### config.mk
export PLATFORM = sky130hd
export DESIGN_NAME = led_strip_sequencer
export DESIGN_NICKNAME = d
export VERILOG_FILES = /design/src/rtl/led_strip_sequencer.sv
export SDC_FILE = /design/constraint.sdc
export NUM_CORES = 1
export LEC_CHECK = 0
export BUFFER_PORTS_ARGS = -buffer_cell sky130_fd_sc_hd__buf_2
export CORE_MARGIN = 2
export CORE_UTILIZATION = 45
export CTS_BUF_LIST = sky130_fd_sc_hd__clkbuf_4 sky130_fd_sc_hd__clkbuf_8
export DETAILED_ROUTE_END_ITERATION = 8
export SLEW_MARGIN = 20
export SYNTH_ARGS = -nofsm -noshare
export SYNTH_HDL_FRONTEND = slang
export SYNTH_SLANG_ARGS = --single-unit
### constraint.sdc
create_clock -name clk -period 6.75 [get_ports clk]
set_input_delay 0.3375 -clock clk [delete_from_list [all_inputs] [get_ports clk]]
set_output_delay 0.3375 -clock clk [all_outputs]
set_load 0.005 [all_outputs]
### src/rtl/led_strip_sequencer.sv
// Frame sequencer: walks NUM_LEDS pixels from a sync RAM, scales them by a global brightness, reorders RGB->GRB and feeds the bit driver.
// Latency: start sampled in cycle 0 -> FETCH in cycle 1 -> drv_load in cycle 3; frame_done RESET_CYCLES+1 cycles after the last drv_done.
// Backpressure: each word waits for the driver's done pulse (bounded by DONE_TIMEOUT); start while busy collapses into one pending frame.
module led_strip_sequencer #(
    parameter int NUM_LEDS     = 8,
    parameter int ADDR_W       = (NUM_LEDS > 1) ? $clog2(NUM_LEDS) : 1,
    parameter int RESET_CYCLES = 7200,
    parameter int DONE_TIMEOUT = 2048
) (
    input  logic              clk,
    input  logic              rst,
    input  logic              i_start,
    input  logic [7:0]        i_brightness,
    output logic [ADDR_W-1:0] o_pix_addr,
    input  logic [23:0]       i_pix_data,
    output logic [23:0]       o_drv_rgb,
    output logic              o_drv_load,
    input  logic              i_drv_done,
    output logic              o_busy,
    output logic              o_frame_done,
    output logic              o_err
);

    // One counter serves both the per-word timeout and the latch interval.
    localparam int CNT_MAX = (RESET_CYCLES > DONE_TIMEOUT) ? RESET_CYCLES : DONE_TIMEOUT;
    localparam int CNT_W   = $clog2(CNT_MAX + 1);

    localparam logic [CNT_W-1:0]  LATCH_LAST = CNT_W'(RESET_CYCLES - 1);
    localparam logic [CNT_W-1:0]  TO_LAST    = CNT_W'(DONE_TIMEOUT - 1);
    localparam logic [ADDR_W-1:0] LAST_IDX   = ADDR_W'(NUM_LEDS - 1);

    typedef enum logic [2:0] {
        S_IDLE    = 3'd0,
        S_FETCH   = 3'd1,
        S_CAPTURE = 3'd2,
        S_LOAD    = 3'd3,
        S_SEND    = 3'd4,
        S_LATCH   = 3'd5,
        S_DONE    = 3'd6
    } state_t;

    state_t            r_state;
    state_t            w_next;
    logic [ADDR_W-1:0] r_idx;
    logic [ADDR_W-1:0] r_pix_addr;
    logic [23:0]       r_drv_rgb;
    logic [7:0]        r_bri_q;
    logic [CNT_W-1:0]  r_cnt;
    logic              r_err;
    logic              r_pending;

    logic              w_accept;
    logic              w_advance;
    logic              w_timeout;
    logic [7:0]        w_r;
    logic [7:0]        w_g;
    logic [7:0]        w_b;

    // (c * (bri + 1)) >> 8 at 16 bits: bri=255 is identity, bri=0 blanks.
    function automatic logic [7:0] scale(input logic [7:0] c, input logic [7:0] bri);
        logic [15:0] prod;
        prod = 16'(c) * (16'(bri) + 16'd1);
        return prod[15:8];
    endfunction

    assign w_r = scale(i_pix_data[23:16], r_bri_q);
    assign w_g = scale(i_pix_data[15:8],  r_bri_q);
    assign w_b = scale(i_pix_data[7:0],   r_bri_q);

    // State register.
    always_ff @(posedge clk) begin
        if (rst) begin
            r_state <= S_IDLE;
        end else begin
            r_state <= w_next;
        end
    end

    // Next-state decode plus the frame-accept / advance / timeout strobes.
    always_comb begin
        w_next    = r_state;
        w_accept  = 1'b0;
        w_advance = 1'b0;
        w_timeout = 1'b0;
        case (r_state)
            S_IDLE: begin
                if (i_start) begin
                    w_accept = 1'b1;
                    w_next   = S_FETCH;
                end
            end
            S_FETCH:   w_next = S_CAPTURE;
            S_CAPTURE: w_next = S_LOAD;
            S_LOAD:    w_next = S_SEND;
            S_SEND: begin
                if (i_drv_done) begin
                    if (r_idx == LAST_IDX) begin
                        w_next = S_LATCH;
                    end else begin
                        w_advance = 1'b1;
                        w_next    = S_FETCH;
                    end
                end else if (r_cnt == TO_LAST) begin
                    w_timeout = 1'b1;
                    w_next    = S_LATCH;
                end
            end
            S_LATCH: begin
                if (r_cnt == LATCH_LAST) begin
                    w_next = S_DONE;
                end
            end
            S_DONE: begin
                // A start arriving in DONE itself is folded into the pending request.
                if (r_pending || i_start) begin
                    w_accept = 1'b1;
                    w_next   = S_FETCH;
                end else begin
                    w_next = S_IDLE;
                end
            end
            default: w_next = S_IDLE;
        endcase
    end

    // Pixel index and RAM address; the address is set on entry to FETCH so the RAM data lands in CAPTURE.
    always_ff @(posedge clk) begin
        if (rst) begin
            r_idx      <= '0;
            r_pix_addr <= '0;
        end else if (w_accept) begin
            r_idx      <= '0;
            r_pix_addr <= '0;
        end else if (w_advance) begin
            r_idx      <= r_idx + ADDR_W'(1);
            r_pix_addr <= r_idx + ADDR_W'(1);
        end
    end

    // Brightness latch and sticky error: both refreshed only when a frame is accepted.
    always_ff @(posedge clk) begin
        if (rst) begin
            r_bri_q <= '0;
            r_err   <= 1'b0;
        end else if (w_accept) begin
            r_bri_q <= i_brightness;
            r_err   <= 1'b0;
        end else if (w_timeout) begin
            r_err   <= 1'b1;
        end
    end

    // Output word is captured once per pixel and held through LOAD and SEND.
    always_ff @(posedge clk) begin
        if (rst) begin
            r_drv_rgb <= '0;
        end else if (r_state == S_CAPTURE) begin
            r_drv_rgb <= {w_g, w_r, w_b};
        end
    end

    // Cycle counter: starts at 0 in LOAD and keeps running into SEND so the timeout fires DONE_TIMEOUT cycles after the load; restarts on entry to LATCH.
    always_ff @(posedge clk) begin
        if (rst) begin
            r_cnt <= '0;
        end else if ((w_next != r_state) && (r_state != S_LOAD)) begin
            r_cnt <= '0;
        end else if (r_state == S_LOAD || r_state == S_SEND || r_state == S_LATCH) begin
            r_cnt <= r_cnt + CNT_W'(1);
        end else begin
            r_cnt <= '0;
        end
    end

    // Requests seen while busy collapse into a single pending frame, consumed in DONE.
    always_ff @(posedge clk) begin
        if (rst) begin
            r_pending <= 1'b0;
        end else if (w_accept && r_state == S_DONE) begin
            r_pending <= 1'b0;
        end else if (i_start && r_state != S_IDLE) begin
            r_pending <= 1'b1;
        end
    end

    assign o_pix_addr   = r_pix_addr;
    assign o_drv_rgb    = r_drv_rgb;
    assign o_drv_load   = (r_state == S_LOAD);
    assign o_busy       = (r_state != S_IDLE);
    assign o_frame_done = (r_state == S_DONE) && !r_err;
    assign o_err        = r_err;

endmodule

# Word-level counts from Yosys, hierarchy flattened
# Index checks and enable logic that the tools add are counted.
totals:
  reg_bits: 53
  inputBits: 36
  output_inout_bits: 31
classes:
  n_addsub: 3
  n_mul: 3
  n_eq_ne: 11
  mux: 16
  bitwise: 1
  reduce_logical: 13
op_table:
  columns: ["operator", "n"]
  rows:
  - ["$mul 8x16->16", 2]
  - ["$pmux 3 s7", 1]
  - ["$mul 8x9->16", 1]
  - ["$mux 3", 5]
  - ["$add 13x1->13 const B", 1]
  - ["$eq 13x11->1 const B", 1]
  - ["$eq 13x13->1 const B", 1]
  - ["$eq 3x3->1 const B", 4]
  - ["$add 8x1->9 const B", 1]
  - ["$mux 1", 9]
  - ["$eq 3x2->1 const B", 2]
  - ["$logic_and 1x1->1", 4]
  - ["$reduce_or 2->1", 2]
  - ["$add 3x1->3 const B", 1]
  - ["$eq 3x1->1 const B", 1]
  - ["$logic_not 3->1", 1]
  - ["$logic_or 1x1->1", 3]
  - ["$ne 3x2->1 const B", 1]
  - ["$ne 3x3->1", 1]
  - ["$reduce_bool 3->1", 1]
  - ["$reduce_or 3->1", 1]
  - ["$pmux 1 s2", 1]
  - ["$logic_not 1->1", 1]
  - ["$not 1->1", 1]

# Depth between registers and ports, before layout
logic_depth:
  word_depth: 7
  depth_mapped: 20
  depth_no_buf: 19

# Worst setup path after synthesis
# No wires, ideal clock.
synth_timing:
  path_kind: "reg2reg"
  from: "register r_bri_q[0]"
  to: "register r_drv_rgb[21], in the netlist o_drv_rgb[21]"
  setup_time_ps: 117
  arrival_time_ps: 4775
  t_required_ps: 6633
  setup_slack_ps: 1858
  stages_incl_launch_ff: 18
  n_path_buf: 1
  path_cell_list: "dfxtp_1 -> ha_1 -> nand3_1 -> xnor2_1 -> clkbuf_1 -> nand2_1 -> fa_1 -> fa_1 -> fa_1 -> fa_1 -> inv_1 -> ha_1 -> a21o_1 -> a21oi_1 -> o211ai_2 -> a31o_2 -> xor2_1 -> a22o_1"
synth_between:
  elab_chain_len: 2
synth_rtl:
  columns: ["element", "line_no", "text"]
  rows:
  - ["from (decl)", "47", "logic [7:0] r_bri_q;"]
  - ["from (signal assigned)", "146", "r_bri_q <= i_brightness;"]
  - ["$add 8x1->9", "62", "prod = 16'(c) * (16'(bri) + 16'd1);"]
  - ["$mul 8x16->16", "62", null]
  - ["to (signal assigned)", "158", "r_drv_rgb <= {w_g, w_r, w_b};"]
  - ["to (decl)", "46", "logic [23:0] r_drv_rgb;"]
# Every way passes these cells.
# A chain may end at the register's enable or synchronous reset.

# Final worst setup path
layout_timing:
  from: "register r_bri_q[0]"
  to: "register r_drv_rgb[22], in the netlist o_drv_rgb[22]"
# The elaborated chain is that of the path after synthesis.

==> results.json <==
{
  "vias": 6101,
  "skew_ps": 7.90,
  "fin_cells": 1207,
  "relSlewSlack_pct": 23.7,
  "cts.sink_count": 53,
  "area_growth_pct": 8.70,
  "ys_seq_elements": 53,
  "syn_nets": 1176,
  "cts_tree": "built",
  "mostFrequentLayoutCell": "inv_1",
  "core_region_area_um2": 18100,
  "dr.pass1.iters": 8,
  "timing.final.crit_share_pct": 83.7,
  "critical_path_class": "register to register",
  "root_buffer": "clkbuf_8",
  "numPortBuffers": 66,
  "postCtsHoldBufs": 0,
  "initial_core_util_pct": 46.1,
  "die_w_um": 140,
  "cp-end-kind": "register",
  "cts_setup_buffers": 0,
  "wl_mm": 17.4,
  "critPathRequiredTime_ps": 6990,
  "setup_tns_ps": 0,
  "finalMaxSlewViolations": 0,
  "yosys.area_share.simple_pct": 20.2,
  "rsz0062_at_grt": "no",
  "ant_nets": 0,
  "synthesis.area_um2": 8330,
  "routabilityCongestion": 0.766,
  "violations": "DRC",
  "drv_cap": 0,
  "drcViolationCount": 2,
  "drt_iter0_markers": 200,
  "num-nets-final": 1232,
  "fin_crit_ps": 5650,
  "antenna_found_initial": 1,
  "fmax_ghz": 0.177,
  "wire_per_inst_um": 14.4,
  "dpl.hpwl_mm": 13.6,
  "cp_max_fo": 24,
  "grt_usage_pct": 18.9,
  "power.total_w": 0.00135,
  "vdd_drop_max_uv": 84.2,
  "yosysTopAreaCell": "fa_1",
  "grt_pass1_wl_mm": 30.3,
  "tightestPinTransition_ps": 1140,
  "dp_cells": 1198,
  "muxShareOfSynthArea_pct": 1.20,
  "startpoint_type": "register",
  "final_cell_mix": "inv_1 (155), and2_1 (136), fa_1 (120), ha_1 (100), nand2_1 (68)",
  "clockBufferDepth": 2,
  "synth_fa_ha_area_share_pct": 43.9,
  "cp_data_arrival_time_ps": 5900,
  "std_cell_rows": 49,
  "p_leak_nw": 4.81,
  "grt_max_degree": 25,
  "yosysSeqAreaShare_pct": 12.7,
  "via_per_inst": 5.05,
  "syn_area_per_cell_um2": 9.06,
  "setup_viol": 0,
  "cts_made_buffers": 5,
  "drive_above_1_share_pct": 10.1,
  "synth_top_area_share_pct": 28.8,
  "finalHoldViolations": 0,
  "hp-class": "input pin to register",
  "dieArea_um2": 19600,
  "grt.overflow.total": 0,
  "synth_top_family_by_area": "adder cells",
  "cts_htree_levels": 2,
  "fin_util_pct": 50.1,
  "synth_xor_area_share_pct": 5.47,
  "synth.area.top_cells": "fa_1 (29%), ha_1 (15%), dfxtp_1 (13%)",
  "die-height_um": 140,
  "clock_latency_ps": 340,
  "synth_cell_types": 52,
  "path_clk_slew_ps": 120,
  "post_cts_resized": 0,
  "outcome": "finished, violations left",
  "synth_cells": 920,
  "grt_pass1_vias": 6230,
  "synth-compound-area-share_pct": 8.32,
  "yosys_warnings": 0,
  "p_per_area_nw_per_um2": 149,
  "io_pins": 67
}
==> sequential cells by signal (all words and copies together) (netlist names) <==
signal and flops:
r_cnt 13, o_drv_rgb 24, r_bri_q 8, r_pending 1
r_state 3, o_err 1, o_pix_addr 3
==> routing by layer <==
layer / share of wire (%) / vias up / global-route usage (%)
li1: - / 3020 / -
met1: 47 / 2978 / 25.8
met2: 48 / 87 / 32.0
met3: 3.4 / 16 / 2.36
met4: 1.4 / 0 / 4.78
met5: 0 / - / 0
==> area by class of cell <==
type                       count  area, µm²
fill                        1723       9030
multi-input combinational    685       6620
sequential                    53       1060
inverter                     155        582
timing repair buffer          76        405
tap                          229        287
clock buffer                   5       68.8
clock inverter                 3       33.8
antenna                        1       2.50
==> through the flow <==
step                      setup slack (ps)  hold slack (ps)  cell area (µm²)
after floorplan                       1860              416             8330
after global placement                1290              456             8950
after detailed placement              1160              450             8950
after CTS                             1120              199             9050
after global routing                   684              219             9060
final                                 1100              223             9060
==> logic make-up (layout without fill, tap and decap cells) <==
kind of cell / Yosys count / after routing
xor+xnor: 52 / 52
mux: 10 / 10
flops: 53 / 53
buf+inv: 182 / 239
fa+ha+maj: 220 / 220
compound gates: 91 / 91
other cells: 0 / 1
simple gates: 312 / 312
==> cell usage after synthesis, drive strengths merged <==
cell type,instances
a211o,2
a211oi,2
a21boi,1
a21o,9
a21oi,13
a22o,22
a311oi,1
a31o,1
a31oi,8
a32o,1
a32oi,1
and2,136
and2b,1
and3,3
and4,3
and4b,2
buf,3
clkbuf,24
dfxtp,53
fa,120
ha,100
inv,155
mux2i,10
nand2,68
nand2b,9
nand3,14
nand4,3
nand4b,1
nor2,42
nor2b,16
nor3,5
nor4,3
o2111ai,3
o211a,1
o211ai,3
o21a,4
o21ai,13
o21bai,5
o22a,1
or2,1
or3,3
or4,2
xnor2,28
xor2,24
==> critical path, stage by stage, from the launching register on <==
cell      delay [ps]
dfxtp_1          440
buf_4            270
nand3_1          150
xnor2_2          890
nand2_1          180
fa_1             550
inv_1             40
ha_1             270
inv_1             50
fa_1             520
inv_1             50
fa_1             470
ha_1             240
or3_1            370
a31oi_1          290
o211ai_2         180
a31o_2           280
a211oi_1         230
o21ai_0          100
==> worst paths after layout <==
check / from / end / slack [ps] / cells after the start
setup / recovery: r_bri_q[0]$_SDFFE_PP0P_ / o_drv_rgb[22]$_SDFFE_PP0P_ / 1100 / 18
hold reg to reg: o_drv_rgb[3]$_SDFFE_PP0P_ / o_drv_rgb[3]$_SDFFE_PP0P_ / 480 / 1
hold / removal: i_brightness[4] / r_bri_q[4]$_SDFFE_PP0P_ / 220 / 3
setup reg to reg: r_bri_q[0]$_SDFFE_PP0P_ / o_drv_rgb[22]$_SDFFE_PP0P_ / 1100 / 18
==> where the power goes <==
group / internal (W) / total [W] / switching [W] / leakage [nW]
clock: 0.0000780 / 0.000220 / 0.000141 / 0.0511
combinational: 0.000334 / 0.000783 / 0.000449 / 4.33
sequential: 0.000331 / 0.000348 / 0.0000177 / 0.429
total: 0.000742 / 0.00135 / 0.000608 / 4.81
(Power assumes the default switching activity.)
